$ cat src/rtl/uart_link_pkg.sv
// rtl/uart_link_pkg.sv - shared constants and types for the UART link mux
package uart_link_pkg;

  localparam logic [1:0] REG_STATUS = 2'd0;
  localparam logic [1:0] REG_DATA   = 2'd1;
  localparam logic [1:0] REG_IRQ_EN = 2'd2;
  localparam logic [1:0] REG_COUNT  = 2'd3;

  localparam int ST_RX_EMPTY = 0;
  localparam int ST_RX_FULL  = 1;
  localparam int ST_TX_EMPTY = 2;
  localparam int ST_TX_FULL  = 3;
  localparam int ST_TX_OVR   = 6;
  localparam int ST_RX_OVR   = 7;

  localparam int IRQ_RX_NE    = 0;
  localparam int IRQ_TX_EMPTY = 1;
  localparam int IRQ_OVR      = 2;

  localparam int TAG_BIT = 7;

  typedef enum logic [1:0] {
    ARB_IDLE      = 2'd0,
    ARB_START     = 2'd1,
    ARB_WAIT_LOW  = 2'd2,
    ARB_WAIT_HIGH = 2'd3
  } arb_state_t;

endpackage

$ cat src/rtl/sync_fifo.sv
// rtl/sync_fifo.sv - synchronous FIFO with occupancy count
// A pop on an empty FIFO is ignored; a push while full succeeds only if a pop frees the slot.
module sync_fifo #(
  parameter int WIDTH = 8,
  parameter int DEPTH = 4
) (
  input  logic             i_clk,
  input  logic             i_reset,
  input  logic             push,
  input  logic [WIDTH-1:0] push_dat,
  input  logic             pop,
  output logic [WIDTH-1:0] head,
  output logic             empty,
  output logic             full,
  output logic [3:0]       count
);

  localparam int AW = (DEPTH > 1) ? $clog2(DEPTH) : 1;

  logic [WIDTH-1:0] mem [DEPTH];
  logic [AW-1:0]    wr_ptr;
  logic [AW-1:0]    rd_ptr;
  logic             do_push;
  logic             do_pop;

  function automatic logic [AW-1:0] ptr_next(input logic [AW-1:0] p);
    return (p == AW'(DEPTH - 1)) ? '0 : p + 1'b1;
  endfunction

  assign empty   = (count == 4'd0);
  assign full    = (count == 4'(DEPTH));
  assign do_pop  = pop & ~empty;
  assign do_push = push & (~full | do_pop);
  assign head    = mem[rd_ptr];

  always_ff @(posedge i_clk) begin
    if (i_reset) begin
      wr_ptr <= '0;
      rd_ptr <= '0;
      count  <= '0;
    end else begin
      if (do_push) wr_ptr <= ptr_next(wr_ptr);
      if (do_pop)  rd_ptr <= ptr_next(rd_ptr);
      if (do_push && !do_pop)      count <= count + 4'd1;
      else if (do_pop && !do_push) count <= count - 4'd1;
    end
  end

  always_ff @(posedge i_clk) begin
    if (do_push) mem[wr_ptr] <= push_dat;
  end

endmodule

$ cat src/rtl/uart_link_mux.sv
// rtl/uart_link_mux.sv - splits UART traffic between the protocol engine and a CPU bus port
// Tagged bytes (bit 7 set) belong to the protocol engine; untagged bytes go through the bus FIFOs.
module uart_link_mux
  import uart_link_pkg::*;
#(
  parameter int RX_DEPTH = 4,
  parameter int TX_DEPTH = 4,
  parameter int FAIR     = 1
) (
  input  logic       i_clk,
  input  logic       i_reset,
  input  logic [7:0] i_rx_dat,
  input  logic       i_rx_pulse,
  output logic [7:0] o_tx_dat,
  output logic       o_tx_start,
  input  logic       i_tx_ready,
  output logic [7:0] o_prot_rx_dat,
  output logic       o_prot_rx_pulse,
  input  logic [7:0] i_prot_tx_dat,
  input  logic       i_prot_tx_pulse,
  output logic       o_prot_tx_ready,
  input  logic [7:0] i_slave_dat,
  output logic [7:0] o_slave_dat,
  input  logic [1:0] i_slave_addr,
  input  logic       i_slave_we,
  input  logic       i_slave_cs,
  output logic       o_slave_ack,
  output logic       o_int
);

  logic       rx_push, rx_pop, rx_empty, rx_full;
  logic [7:0] rx_head;
  logic [3:0] rx_count;
  logic       tx_push, tx_pop, tx_empty, tx_full;
  logic [6:0] tx_head;
  logic [3:0] tx_count;

  logic       rx_ovr, tx_ovr;
  logic [2:0] irq_en;
  logic [2:0] irq_src;
  logic [7:0] status;
  logic [7:0] rd_mux;

  logic       prot_full;
  logic [6:0] prot_buf;
  arb_state_t state;
  logic       prio_prot;
  logic       arb_go, pick_prot;

  logic       accept, rd_data, wr_data, wr_status, wr_irq;
  logic       unused_prot_tag;

  assign unused_prot_tag = i_prot_tx_dat[TAG_BIT];

  // Ack doubles as a busy flag, so a held chip select is accepted every other cycle.
  assign accept    = i_slave_cs & ~o_slave_ack;
  assign rd_data   = accept & ~i_slave_we & (i_slave_addr == REG_DATA);
  assign wr_data   = accept &  i_slave_we & (i_slave_addr == REG_DATA);
  assign wr_status = accept &  i_slave_we & (i_slave_addr == REG_STATUS);
  assign wr_irq    = accept &  i_slave_we & (i_slave_addr == REG_IRQ_EN);

  assign rx_push = i_rx_pulse & ~i_rx_dat[TAG_BIT];
  assign rx_pop  = rd_data & ~rx_empty;
  assign tx_push = wr_data;

  sync_fifo #(.WIDTH(8), .DEPTH(RX_DEPTH)) u_rx_fifo (
    .i_clk    (i_clk),
    .i_reset  (i_reset),
    .push     (rx_push),
    .push_dat (i_rx_dat),
    .pop      (rx_pop),
    .head     (rx_head),
    .empty    (rx_empty),
    .full     (rx_full),
    .count    (rx_count)
  );

  sync_fifo #(.WIDTH(7), .DEPTH(TX_DEPTH)) u_tx_fifo (
    .i_clk    (i_clk),
    .i_reset  (i_reset),
    .push     (tx_push),
    .push_dat (i_slave_dat[6:0]),
    .pop      (tx_pop),
    .head     (tx_head),
    .empty    (tx_empty),
    .full     (tx_full),
    .count    (tx_count)
  );

  assign o_prot_tx_ready = ~prot_full;

  // prio_prot remembers who should win the next tie; it only matters in fair mode.
  assign pick_prot = prot_full & (tx_empty | ((FAIR != 0) && prio_prot));
  assign arb_go    = (state == ARB_IDLE) & i_tx_ready & (~tx_empty | prot_full);
  assign tx_pop    = arb_go & ~pick_prot;

  always_ff @(posedge i_clk) begin
    if (i_reset) begin
      o_prot_rx_pulse <= 1'b0;
      o_prot_rx_dat   <= 8'h00;
    end else begin
      o_prot_rx_pulse <= i_rx_pulse & i_rx_dat[TAG_BIT];
      if (i_rx_pulse && i_rx_dat[TAG_BIT]) o_prot_rx_dat <= {1'b0, i_rx_dat[6:0]};
    end
  end

  always_ff @(posedge i_clk) begin
    if (i_reset) begin
      prot_full <= 1'b0;
      prot_buf  <= 7'h00;
    end else if (arb_go && pick_prot) begin
      prot_full <= 1'b0;
    end else if (i_prot_tx_pulse && !prot_full) begin
      prot_full <= 1'b1;
      prot_buf  <= i_prot_tx_dat[6:0];
    end
  end

  always_ff @(posedge i_clk) begin
    if (i_reset) begin
      state      <= ARB_IDLE;
      o_tx_start <= 1'b0;
      o_tx_dat   <= 8'h00;
      prio_prot  <= 1'b0;
    end else begin
      case (state)
        ARB_IDLE: begin
          if (arb_go) begin
            state      <= ARB_START;
            o_tx_start <= 1'b1;
            o_tx_dat   <= pick_prot ? {1'b1, prot_buf} : {1'b0, tx_head};
            prio_prot  <= ~pick_prot;
          end
        end
        ARB_START: begin
          o_tx_start <= 1'b0;
          state      <= ARB_WAIT_LOW;
        end
        ARB_WAIT_LOW:  if (!i_tx_ready) state <= ARB_WAIT_HIGH;
        ARB_WAIT_HIGH: if (i_tx_ready)  state <= ARB_IDLE;
        default:       state <= ARB_IDLE;
      endcase
    end
  end

  always_comb begin
    status              = 8'h00;
    status[ST_RX_EMPTY] = rx_empty;
    status[ST_RX_FULL]  = rx_full;
    status[ST_TX_EMPTY] = tx_empty;
    status[ST_TX_FULL]  = tx_full;
    status[ST_TX_OVR]   = tx_ovr;
    status[ST_RX_OVR]   = rx_ovr;
  end

  always_comb begin
    irq_src               = 3'b000;
    irq_src[IRQ_RX_NE]    = ~rx_empty;
    irq_src[IRQ_TX_EMPTY] = tx_empty;
    irq_src[IRQ_OVR]      = rx_ovr | tx_ovr;
  end

  always_comb begin
    case (i_slave_addr)
      REG_STATUS: rd_mux = status;
      REG_DATA:   rd_mux = rx_empty ? 8'h00 : rx_head;
      REG_IRQ_EN: rd_mux = {5'b00000, irq_en};
      default:    rd_mux = {rx_count, tx_count};
    endcase
  end

  // A fresh overrun in the same cycle as a W1C wins, so no event is lost.
  always_ff @(posedge i_clk) begin
    if (i_reset) begin
      o_slave_ack <= 1'b0;
      o_slave_dat <= 8'h00;
      irq_en      <= 3'b000;
      rx_ovr      <= 1'b0;
      tx_ovr      <= 1'b0;
      o_int       <= 1'b0;
    end else begin
      o_slave_ack <= accept;
      if (accept && !i_slave_we) o_slave_dat <= rd_mux;
      if (wr_irq) irq_en <= i_slave_dat[2:0];
      if (rx_push && rx_full && !rx_pop)          rx_ovr <= 1'b1;
      else if (wr_status && i_slave_dat[ST_RX_OVR]) rx_ovr <= 1'b0;
      if (tx_push && tx_full && !tx_pop)          tx_ovr <= 1'b1;
      else if (wr_status && i_slave_dat[ST_TX_OVR]) tx_ovr <= 1'b0;
      o_int <= |(irq_en & irq_src);
    end
  end

endmodule
$ cat config.mk
export PLATFORM = sky130hd
export DESIGN_NAME = uart_link_mux
export DESIGN_NICKNAME = d
export VERILOG_FILES = /design/src/rtl/uart_link_pkg.sv /design/src/rtl/sync_fifo.sv /design/src/rtl/uart_link_mux.sv
export SDC_FILE = /design/constraint.sdc
export NUM_CORES = 1
export LEC_CHECK = 0
export BUFFER_PORTS_ARGS = -buffer_cell sky130_fd_sc_hd__buf_2
export CAP_MARGIN = 20
export CORE_UTILIZATION = 50
export CTS_BUF_LIST = sky130_fd_sc_hd__clkbuf_4
export DETAILED_ROUTE_END_ITERATION = 16
export PLACE_DENSITY = 0.7
export SYNTH_ARGS = -nofsm -noshare
export SYNTH_HDL_FRONTEND = slang
export SYNTH_SLANG_ARGS = --single-unit
$ cat constraint.sdc
create_clock -name i_clk -period 4.68 [get_ports i_clk]
set_input_delay 0.234 -clock i_clk [delete_from_list [all_inputs] [get_ports i_clk]]
set_output_delay 0.234 -clock i_clk [all_outputs]
set_load 0.05 [all_outputs]
# ---- Word level (Yosys, flattened, before mapping)
# Memories as Yosys holds them, arrays and structs flattened. A register that Yosys moved wholly into a read port is not among the register bits.
# Index checks and enable logic that the tools add are counted.
dict set report totals {
  memories 2
  reg_bits 59
  inputBits 33
  ram_bits 60
}
# name words word_bits rd rd_ports_with_merged_regs write_ports line
set mem_list {}
lappend mem_list {u_rx_fifo.mem 4 8 1 1 1 sync_fifo.sv:20} ;# logic [WIDTH-1:0] mem [DEPTH];
lappend mem_list {u_tx_fifo.mem 4 7 1 1 1 sync_fifo.sv:20}
dict set report op_classes {
  muxes 29
  bitwise_logic 34
  add_sub_neg 8
  reduce_logical 37
  eq_ne 14
}
# operator n
set ops {}
lappend ops {{8-bit one-hot mux with 3 select lines} 1}
lappend ops {{2-bit two-way mux} 11}
lappend ops {{1-bit AND} 18}
lappend ops {{4-bit two-way mux} 4}
lappend ops {{8-bit two-way mux} 2}
lappend ops {{2-bit == test, second input constant} 7}
lappend ops {{1-bit logical AND} 14}
lappend ops {{1-bit NOT} 10}
lappend ops {{2-bit nonzero test} 5}
lappend ops {{1-bit two-way mux} 9}
lappend ops {{2-bit by 1-bit adder with 2-bit output, second input constant} 4}
lappend ops {{4-bit by 1-bit adder with 4-bit output, second input constant} 2}
lappend ops {{4-bit by 3-bit == test with 1-bit output, second input constant} 2}
lappend ops {{1-bit logical NOT} 8}
lappend ops {{4-bit logical NOT} 2}
lappend ops {{2-bit one-hot mux with 4 select lines} 1}
lappend ops {{4-bit by 1-bit subtractor with 4-bit output, second input constant} 2}
lappend ops {{2-bit inequality test, second input constant} 3}
lappend ops {{2-bit AND reduction} 3}
lappend ops {{1-bit OR} 5}
lappend ops {{2-bit by 1-bit == test with 1-bit output, second input constant} 2}
lappend ops {{2-bit logical NOT} 2}
lappend ops {{3-bit AND} 1}
lappend ops {{3-bit AND reduction} 1}
lappend ops {{other kinds (3)} 3}

# ---- Longest topological paths before layout
# Gate-level depths: netlist of the first run.
dict set report depth {
  depth_word 12
  depth_mapped 12
  mapped_depth_nobuf 12
}

# ---- Hierarchy
# From an unflattened synthesis of the first run, not the netlist that was laid out.
dict set report unflattened {
  hier_cells 418
  area_unflattened_um2 5261.3
}
# mod seq_area_each_um2 area_per_inst_um2 cells_each n_inst
set modules_own_cells {}
lappend modules_own_cells {uart_link_mux 860.8 1948.1 219 1}
lappend modules_own_cells {{sync_fifo at u_rx_fifo} 1161.1 1727.9 102 1}
lappend modules_own_cells {{sync_fifo at u_tx_fifo} 1041.0 1585.3 97 1}

# ---- Worst setup path after synthesis of the first run
# Ideal clock, no wire load.
dict set report synth_path {
  path_type {register to register}
  from {register o_slave_ack}
  to {register u_rx_fifo.count[3]}
  required_time_ns 4.559
  arrival_ns 2.740
  path_buffers 0
  path_slack_ns 1.819
  stages_incl_launch_ff 11
  cell_sequence {dfxtp_1 > or3b_2 > nor3_2 > inv_1 > ha_1 > inv_1 > ha_1 > a21oi_1 > a211oi_1 > a31oi_1 > mux2_2}
}
dict set report synth_between {
  elab_chain_len 11
  elab_cells_between_ends 14
}
# element line
set synth_rtl {}
lappend synth_rtl {{start: declaration} uart_link_mux.sv:27} ;# output logic o_slave_ack,
lappend synth_rtl {{start signal: assignment} uart_link_mux.sv:182} ;# o_slave_ack <= accept;
lappend synth_rtl {{1-bit NOT (*)} uart_link_mux.sv:56} ;# assign accept = i_slave_cs & ~o_slave_ack;
lappend synth_rtl {{1-bit AND (*)} uart_link_mux.sv:56}
lappend synth_rtl {{1-bit AND (*) (2 in a row)} uart_link_mux.sv:57} ;# assign rd_data = accept & ~i_slave_we & (i_slave_addr == REG_DATA);
lappend synth_rtl {{1-bit AND (*)} uart_link_mux.sv:63} ;# assign rx_pop = rd_data & ~rx_empty;
lappend synth_rtl {{1-bit AND (*)} sync_fifo.sv:32} ;# assign do_pop = pop & ~empty;
lappend synth_rtl {{1-bit OR} sync_fifo.sv:33} ;# assign do_push = push & (~full | do_pop);
lappend synth_rtl {{1-bit AND} sync_fifo.sv:33}
lappend synth_rtl {{1-bit logical NOT} sync_fifo.sv:45} ;# else if (do_pop && !do_push) count <= count - 4'd1;
lappend synth_rtl {{1-bit logical AND} sync_fifo.sv:45}
lappend synth_rtl {{2-bit nonzero test (no source line)} -}
lappend synth_rtl {{end signal: assignment} sync_fifo.sv:44} ;# if (do_push && !do_pop) count <= count + 4'd1;
lappend synth_rtl {{end signal: assignment} sync_fifo.sv:45}
lappend synth_rtl {{end: declaration} sync_fifo.sv:15} ;# output logic [3:0] count
# Every way passes the cells marked *; elsewhere a longest branch is shown, timed or not.
# A chain may end at the register's enable or synchronous reset.

# ---- Worst setup path in the final report of the first run
dict set report layout_path {
  from {register state[0]}
  to {register u_tx_fifo.count[3]}
}
dict set report layout_between {
  elab_chain_len 10
  elab_cells_between_ends 13
}
# element line
set layout_rtl {}
lappend layout_rtl {{start: declaration} uart_link_mux.sv:46} ;# arb_state_t state;
lappend layout_rtl {{start signal: assignment} uart_link_mux.sv:121} ;# state <= ARB_IDLE;
lappend layout_rtl {{start signal: assignment} uart_link_mux.sv:129} ;# state <= ARB_START;
lappend layout_rtl {{start signal: assignment} uart_link_mux.sv:137} ;# state <= ARB_WAIT_LOW;
lappend layout_rtl {{2-bit logical NOT (*)} uart_link_mux.sv:94} ;# assign arb_go = (state == ARB_IDLE) & i_tx_ready & (~tx_empty | prot_full);
lappend layout_rtl {{1-bit AND (*) (2 in a row)} uart_link_mux.sv:94}
lappend layout_rtl {{1-bit AND (*)} uart_link_mux.sv:95} ;# assign tx_pop = arb_go & ~pick_prot;
lappend layout_rtl {{1-bit AND (*)} sync_fifo.sv:32}
lappend layout_rtl {{1-bit OR (*)} sync_fifo.sv:33}
lappend layout_rtl {{1-bit AND (*)} sync_fifo.sv:33}
lappend layout_rtl {{net u_tx_fifo.do_push} sync_fifo.sv:23} ;# logic do_push;
lappend layout_rtl {{1-bit logical NOT} sync_fifo.sv:45}
lappend layout_rtl {{1-bit logical AND} sync_fifo.sv:45}
lappend layout_rtl {{2-bit nonzero test (no source line)} -}
lappend layout_rtl {{end signal: assignment} sync_fifo.sv:44}
lappend layout_rtl {{end signal: assignment} sync_fifo.sv:45}
lappend layout_rtl {{end: declaration} sync_fifo.sv:15}
# The timed path passes the listed nets; every way through them passes the cells marked *.

==> flow_summary.json, run 1 <==
{
  "status": "finished, final reports clean",
  "synth_commonest_cells": "dfxtp_1 (63), edfxtp_1 (60), nor2_1 (41)",
  "core_area_um2": 9950,
  "period_share_pct": 65.0,
  "routed_via_density": 5.51,
  "netlist_instances": 421,
  "synth_area_um2": 5240,
  "slew_headroom_pct": 47.7,
  "maxCapViolations": 0,
  "numCtsBuffers": 17,
  "root_buffer": "clkbuf_4",
  "fmax_mhz": 328,
  "area_delta_synth_final_pct": 19.1,
  "avgSynthCellArea_um2": 12.4,
  "synth.distinct_cells": 52,
  "crit_required_ns": 5.08,
  "rsz0062_at_grt": "false",
  "grt_max_degree": 58,
  "yosysMostFrequentCell": "dfxtp_1",
  "wl_per_cell_um": 16.4,
  "cts_tree": "done",
  "worst-setup-path-type": "flip-flop to flip-flop",
  "dr.pass1.iters": 5,
  "arrival_ns": 3.44,
  "end_kind": "flip-flop",
  "start_util_pct": 52.6,
  "ios": 62,
  "hold_slack_ns": 0.0665,
  "synth_ff_type": "dfxtp_1",
  "tns_ns": 0,
  "grt_pass1_vias": 3713,
  "period_needed_ns": 3.04,
  "wl_um": 10700,
  "antenna_left": 0,
  "p_leak_nw": 2.38,
  "startpoint_type": "flip-flop",
  "track_usage_pct": 21.0,
  "fp.dieH_um": 104,
  "hold_viol": 0,
  "insertion_delay_ns": 0.51,
  "post-place-cells": 593,
  "final_cells": 649,
  "post-route-drc-count": 0,
  "max-clock-path-buffers": 2,
  "antenna_cells": 0,
  "cp_max_fo": 7,
  "synth_fp_nets": 477,
  "drive_gt1_share_pct": 22.5,
  "synthArstFlopShare_pct": 0,
  "port_buffers": 59,
  "slew_violations": 0,
  "setup_viol": 0,
  "max-vdd-ir-drop_mv": 0.249,
  "register_area_um2": 3060,
  "path_clk_slew_ns": 0.12,
  "die_x_um": 104,
  "h-tree-depth": 4,
  "routabilityCongestion": 0.795,
  "drt_iter0_markers": 239,
  "grt_pass1_wl_um": 17800,
  "finalPower_mw": 2.99,
  "die-area_um2": 10900,
  "multi_input_area_um2": 2040,
  "nFillCells": 789,
  "final_nets": 559,
  "dp_hpwl_um": 7220,
  "yosys_warnings": 0,
  "rows": 36,
  "vias": 3573,
  "yosys-top-cells-area": "edfxtp_1 (34%), dfxtp_1 (24%), mux4_2 (6.5%)",
  "tightest_slew_ns": 0.783,
  "yosysTopAreaCell": "edfxtp_1",
  "synth_edf_count": 60,
  "ys_seq_area_share_pct": 58.5,
  "skew_ns": 0.0205,
  "yosysTopAreaCellShare_pct": 34.4,
  "antenna_found_initial": 0,
  "synth-seq-cells": 123,
  "hold_path.class": "primary input to flip-flop",
  "power.density_nw_per_um2": 480,
  "cts_sinks": 123,
  "grt_overflow": 0
}
## timing repair
item | CTS | global route
hold buffers | 23 | 0
endpoints found under the hold margin | 71 | 0
buffers inserted | 0 | 0
gates resized for setup | 0 | 0
## through the flow
step	setup slack [ns]	instance area (um2)	utilization [%]
floorplan	1.82	5240	-
global placement	1.77	5620	56.4
detailed placement	1.66	5620	56.4
CTS	1.63	6220	62.5
global route	1.43	6240	62.7
finish	1.64	6240	62.7
## kinds of logic (layout without fill, tap and decap cells)
| logic type | after synthesis | count (layout) | synth area share, % |
|---|---|---|---|
| AOI/OAI and AO/OA | 75 | 75 | 9.63 |
| DFF | 123 | 123 | 58.5 |
| xor gates and xnor gates | 4 | 4 | 0.669 |
| and+or+nand+nor | 130 | 130 | 13.1 |
| buffers and inverters | 33 | 128 | 2.49 |
| muxes | 32 | 32 | 9.75 |
| other | 1 | 1 | 0.0716 |
| adders and majority gates | 23 | 23 | 5.78 |
## power breakdown
part / leakage, nW / switching [mW] / internal [mW]
Combinational: 1.13 / 0.426 / 0.295
Sequential: 1.06 / 0.110 / 1.22
Clock: 0.193 / 0.441 / 0.501
Total: 2.38 / 0.977 / 2.02
## metal layers
metal  track usage [%]  up-vias  wire (um)
li1                  -     1746          -
met1              24.5     1717       4520
met2              36.7      100       5510
met3              5.51       10        521
met4              8.47        0        119
met5                 0        -          0
## flip-flops by register name (all words and copies together) (netlist names), named ones only
register	flops
o_slave_ack	1
u_tx_fifo.rd_ptr	2
u_tx_fifo.wr_ptr	2
u_tx_fifo.count	4
prio_prot	1
u_rx_fifo.wr_ptr	2
prot_full	1
rx_ovr	1
o_prot_rx_dat	7
o_tx_start	1
u_rx_fifo.count	4
prot_buf	7
irq_en	3
u_rx_fifo.mem	32
u_rx_fifo.rd_ptr	2
tx_ovr	1
o_prot_rx_pulse	1
o_int	1
u_tx_fifo.mem	28
o_tx_dat	8
o_slave_dat	8
state	2
## path summary, 6_finish.rpt
kind              slack [ns]                 end  cells after the start        startpoint
hold / removal          0.07              rx_ovr                      4    i_slave_dat[7]
setup reg to reg        1.64  u_tx_fifo.count[3]                     12          state[0]
hold reg to reg         0.46    o_prot_rx_dat[4]                      2  o_prot_rx_dat[4]
setup / recovery        1.64  u_tx_fifo.count[3]                     12          state[0]
## cells in the final DEF, fill, tap and decap left out, types with 12 or more instances in the layout
| cell | instances |
|---|---|
| a21oi_1 | 24 |
| mux4_2 | 15 |
| dfxtp_1 | 63 |
| nand3_1 | 18 |
| mux2i_1 | 15 |
| inv_1 | 12 |
| nand2_1 | 17 |
| ha_1 | 21 |
| dlygate4sd3_1 | 23 |
| nor2_1 | 41 |
| o21ai_0 | 13 |
| clkbuf_4 | 18 |
| nor2b_1 | 12 |
| edfxtp_1 | 60 |
| buf_2 | 59 |
## cell type report
| cell class | count | share of cell area (%) |
|---|---|---|
| clock buffers | 18 | 2.17 |
| inverters | 12 | 0.722 |
| multi-input cells | 265 | 32.7 |
| repair buffers | 84 | 8.87 |
| flip-flops and latches | 123 | 49.1 |
| well taps | 133 | 2.67 |
| clock inverters | 14 | 3.73 |
## worst max-delay path, stage by stage, from the launching register on
cell      delay (ns)
dfxtp_1         0.36
inv_1           0.11
ha_1            0.24
nand2_1         0.19
o31a_1          0.33
nor2_1          0.21
ha_1            0.21
inv_1           0.09
ha_1            0.33
a21oi_1         0.22
a211oi_1        0.11
a31oi_1         0.19
mux2_2          0.35
(Power assumes the default switching activity.)
==> run 2: changes to the inputs <==
- clock period: 4.68 -> 3.13 ns (I/O delays scaled with it)
==> run 2 against run 1 <==
Compared with the run above:
- clock power is 41% higher
- total power is 48% higher
- setup slack worse by 1.5 ns
- wire length is 4.3% higher
- via count is 3.5% higher
- critical endpoint is now u_rx_fifo.count[3]
- largest cell class unchanged
- largest power group unchanged
- highest routed layer unchanged
==> flow_summary.json, run 2 (same netlist as run 1, synthesis figures left out) <==
{
  "maxCapViolations": 0,
  "period_needed_ns": 2.95,
  "status": "finished, final reports clean",
  "multi_input_area_um2": 2040,
  "layout_commonest_cell": "dfxtp_1",
  "arrival_ns": 3.37,
  "grt_pass1_wl_um": 18100,
  "post-place-cells": 598,
  "max-clock-path-buffers": 2,
  "drive_gt1_share_pct": 22.7,
  "fp.dieH_um": 104,
  "start_util_pct": 52.6,
  "dr.pass1.iters": 4,
  "h-tree-depth": 4,
  "hold_path.class": "primary input to flip-flop",
  "crit_required_ns": 3.55,
  "final_cells": 666,
  "wl_um": 11100,
  "power.density_nw_per_um2": 698,
  "fin_area_um2": 6360,
  "dp_hpwl_um": 7440,
  "max-vdd-ir-drop_mv": 0.382,
  "largest_register": "u_rx_fifo.mem",
  "fmax_mhz": 339,
  "cts_tree": "done",
  "grt_pass1_vias": 3773,
  "routed_via_density": 5.55,
  "path_clk_slew_ns": 0.12,
  "register_area_um2": 3060,
  "placed_area_um2": 5660,
  "period_share_pct": 94.2,
  "vias": 3699,
  "antenna_cells": 0,
  "area_delta_synth_final_pct": 21.5,
  "largest_reg_flops": 32,
  "tns_ns": 0,
  "die-area_um2": 10900,
  "antenna_found_initial": 0,
  "critical_path.startpoint": "o_slave_ack",
  "worst-path-buf-inv": 2,
  "cts_sinks": 123,
  "insertion_delay_ns": 0.53,
  "numCtsBuffers": 17,
  "hold_slack_ns": 0.168,
  "p_leak_nw": 2.45,
  "nFillCells": 764,
  "ios": 62,
  "startpoint_type": "flip-flop",
  "root_buffer": "clkbuf_4",
  "setup_viol": 0,
  "layout_common_cells": "dfxtp_1 (63), edfxtp_1 (60), buf_2 (59)",
  "wl_per_cell_um": 16.7,
  "critPathMaxStageDelay_ns": 0.55,
  "skew_ns": 0.0228,
  "port_buffers": 59,
  "reg_top3": "u_rx_fifo.mem: 32 flops, u_tx_fifo.mem: 28 flops",
  "die_x_um": 104,
  "slew_headroom_pct": 48.5,
  "antenna_left": 0,
  "slowest_stage": "or3b_2",
  "final_util_pct": 63.9,
  "track_usage_pct": 21.8,
  "routabilityCongestion": 0.757,
  "grt_max_degree": 48,
  "worst-setup-path-type": "flip-flop to flip-flop",
  "tightest_slew_ns": 0.771,
  "end_kind": "flip-flop",
  "grt_overflow": 0,
  "slew_violations": 0,
  "post-route-drc-count": 0,
  "place_ws_ns": 0.225,
  "cp_max_fo": 6,
  "worstPathCellList": "or3b_2, nor3_2, inv_1, ha_1, inv_1, ha_1, a21oi_1, a211oi_1, a31oi_1, mux2_2",
  "setup_ws_ns": 0.181,
  "hold_viol": 0,
  "crit_family": "simple AND/OR/NAND/NOR gates",
  "rsz0062_at_grt": "false",
  "r2r_start": "o_slave_ack",
  "worstHoldStart": "i_slave_we",
  "core_area_um2": 9950,
  "finalPower_mw": 4.44,
  "final_nets": 576,
  "drt_iter0_markers": 208,
  "rows": 36
}
[run 2: cell types whose count changed in the layout (fill, tap and decap cells not counted), sizes merged]
cell / change
bufinv: -1
clkinvlp: +1
buf: +4
dlygate4sd3: +13
[run 2: repair_timing]
item | in CTS | in global routing
hold buffers | 36 | 0
gates resized for setup | 0 | 1
endpoints found under the setup margin | 0 | 1
setup buffers | 0 | 0
endpoints found under the hold margin | 84 | 0
[run 2: final timing paths]
check / endpoint / slack, ns / cells past startpoint
max: u_rx_fifo.count[3] / 0.18 / 10
min: o_slave_dat[4] / 0.17 / 5
max reg2reg: u_rx_fifo.count[3] / 0.18 / 10
min reg2reg: o_prot_rx_dat[3] / 0.47 / 2
[run 2: routing by layer]
layer  track usage (%)  up-vias  wire [um]
li1                  -     1777          -
met5                 0        -          0
met3              6.70       15        574
met1              24.9     1799       4640
met2              38.5      108       5780
met4              7.55        0        135
[run 2: cell type report]
type,instances,area share (%)
Clock inverter,14,3.26
Tap cell,133,2.62
Sequential cell,123,48.1
Timing Repair Buffer,101,11.0
Clock buffer,18,2.12
Inverter,12,0.708
Multi-Input combinational cell,265,32.1
[run 2: power by group]
group / internal (mW) / total (mW) / switching [mW]
Clock: 0.664 / 1.33 / 0.666
Combinational: 0.472 / 1.12 / 0.652
Sequential: 1.83 / 1.99 / 0.160
[run 2: tightest hold or removal path: stages]
cell	delay [ns]
buf_2	0.11
nor3b_2	0.06
buf_4	0.19
nor2_1	0.10
nor3_1	0.04
==> run 3: changes to the inputs <==
==> constraint.sdc (replaced) <==
create_clock -name i_clk -period 3.23 [get_ports i_clk]
set_input_delay 0.1615 -clock i_clk [delete_from_list [all_inputs] [get_ports i_clk]]
set_output_delay 0.1615 -clock i_clk [all_outputs]
set_load 0.1 [all_outputs]
==> run 3 against run 2 <==
Compared with the run above:
- sequential power fell by 4%
- clock skew fell by 0.011 ns
- via count fell by 3.5%
- cell count fell by 1.2%
- die area did not move
- final area fell by 1.5%
- core utilization fell by 0.98 points
- highest routed layer unchanged
==> flow_summary.json, run 3 (same netlist as run 1, synthesis figures left out) <==
{
  "status": "finished, final reports clean",
  "p_leak_nw": 2.39,
  "ios": 62,
  "wl_per_cell_um": 16.1,
  "slowest_stage": "dfxtp_1",
  "worstPathCellList": "inv_1, ha_1, nand2_1, o31a_1, nor2_1, ha_1, inv_1, ha_1, a21oi_1, a211oi_1, a31oi_1, mux2_2",
  "fmax_mhz": 347,
  "cp_max_fo": 7,
  "largest_reg_flops": 32,
  "largest_register": "u_rx_fifo.mem",
  "drive_gt1_share_pct": 22.5,
  "drt_iter0_markers": 168,
  "worst-setup-path-type": "flip-flop to flip-flop",
  "root_buffer": "clkbuf_4",
  "grt_overflow": 0,
  "h-tree-depth": 4,
  "final_util_pct": 62.9,
  "switchingPower_mw": 1.55,
  "critPathMaxStageDelay_ns": 0.36,
  "slew_headroom_pct": 48.8,
  "p_seq_share_pct": 43.9,
  "cts_sinks": 123,
  "antenna_found_initial": 0,
  "die-area_um2": 10900,
  "final_nets": 568,
  "antenna_cells": 0,
  "core_area_um2": 9950,
  "swShare_pct": 35.4,
  "power.density_nw_per_um2": 699,
  "max-clock-path-buffers": 2,
  "cts_tree": "done",
  "crit_required_ns": 3.65,
  "layout_common_cells": "dfxtp_1 (63), edfxtp_1 (60), buf_2 (59)",
  "rows": 36,
  "nFillCells": 787,
  "dp_hpwl_um": 7390,
  "startpoint_type": "flip-flop",
  "grt_pass1_wl_um": 17200,
  "start_util_pct": 52.6,
  "rsz0062_at_grt": "false",
  "reg_top3": "u_rx_fifo.mem: 32 flops, u_tx_fifo.mem: 28 flops",
  "cts_resized": 0,
  "period_share_pct": 89.3,
  "cpMostUsedCell": "ha_1",
  "hold_viol": 0,
  "numCtsBuffers": 17,
  "tightest_slew_ns": 0.766,
  "combPwrFrac_pct": 28.7,
  "setup_viol": 0,
  "routed_via_density": 5.42,
  "path_clk_slew_ns": 0.11,
  "period_needed_ns": 2.88,
  "arrival_ns": 3.30,
  "hold_path.class": "primary input to flip-flop",
  "p_int_mw": 2.83,
  "vias": 3568,
  "fp.dieH_um": 104,
  "area_delta_synth_final_pct": 19.7,
  "end_kind": "flip-flop",
  "place_ws_ns": 0.358,
  "track_usage_pct": 20.6,
  "pwr-share-clk_pct": 27.4,
  "antenna_left": 0,
  "slew_violations": 0,
  "tns_ns": 0,
  "die_x_um": 104,
  "maxCapViolations": 0,
  "port_buffers": 59,
  "dr.pass1.iters": 4,
  "insertion_delay_ns": 0.52,
  "routabilityCongestion": 0.766,
  "max-vdd-ir-drop_mv": 0.349,
  "post-route-drc-count": 0,
  "setup_ws_ns": 0.347,
  "multi_input_area_um2": 2040,
  "skew_ns": 0.0122,
  "grt_pass1_vias": 3526,
  "grt_max_degree": 57,
  "wl_um": 10600,
  "layout_commonest_cell": "dfxtp_1",
  "finalPower_mw": 4.38,
  "register_area_um2": 3060
}
-- run 3: cell types whose count changed in the layout (fill, tap and decap cells not counted) --
cell,previous run,this run
buf_4,6,5
clkbuf_4,18,17
clkinv_1,0,1
clkinv_2,0,3
clkinv_4,1,3
dlygate4sd3_1,36,29
ha_1,20,21
ha_2,1,0
inv_6,6,2
inv_8,1,0
-- run 3: final cells by class --
cell class                      count  area share, %
Clock inverter                     15           3.16
Timing Repair Buffer               93           9.95
Inverter                           12          0.719
Sequential cell                   123           48.9
Clock buffer                       17           2.04
Tap cell                          133           2.66
Multi-Input combinational cell    265           32.6
-- run 3: power by group through the flow --
stage | Clock, mW | Sequential (mW) | Combinational, mW
floorplan | 0 | 2.24 | 0.681
global placement | 0 | 1.95 | 1.20
detailed placement | 0 | 1.96 | 1.22
CTS | 1.23 | 1.93 | 1.26
global route | 1.29 | 1.95 | 1.37
finish | 1.20 | 1.92 | 1.26
-- run 3: repair_timing --
action	4_1_cts	5_1_grt
hold buffers	29	0
setup endpoints to repair	0	0
endpoints found under the hold margin	84	0
setup buffers	0	0
-- run 3: path summary, 6_finish.rpt --
path	startpoint	to	slack (ns)	depth (start not counted)
max	state[0]	u_tx_fifo.count[3]	0.35	12
max reg2reg	state[0]	u_tx_fifo.count[3]	0.35	12
min	i_slave_addr[1]	o_slave_dat[1]	0.17	3
min reg2reg	o_prot_rx_dat[6]	o_prot_rx_dat[6]	0.46	2
-- run 3: worst max-delay path, delay by kind of cell (launching register included) --
| family | cells | cell delay (ns) |
|---|---|---|
| AO/OA/AOI/OAI | 4 | 0.78 |
| adder cells (fa/ha/maj) | 3 | 0.77 |
| buffers and inverters | 2 | 0.21 |
| flip-flops | 1 | 0.36 |
| multiplexers | 1 | 0.34 |
| AND/OR/NAND/NOR | 2 | 0.33 |
-- run 3: routing by layer --
metal	vias up	global-route usage, %	wire, um
li1	1763	-	-
met1	1715	24.2	4530
met2	78	36.1	5510
met3	12	5.58	408
met4	0	7.04	126
met5	-	0	0
-- run 3: stage by stage --
stage	hold slack (ns)	std cells	area, um2
3_3_place_gp	0.375	597	5650
5_1_grt	0.151	658	6260
4_1_cts	0.127	658	6260
2_1_floorplan	0.260	421	5240
6_report	0.174	658	6260
3_5_place_dp	0.381	597	5650
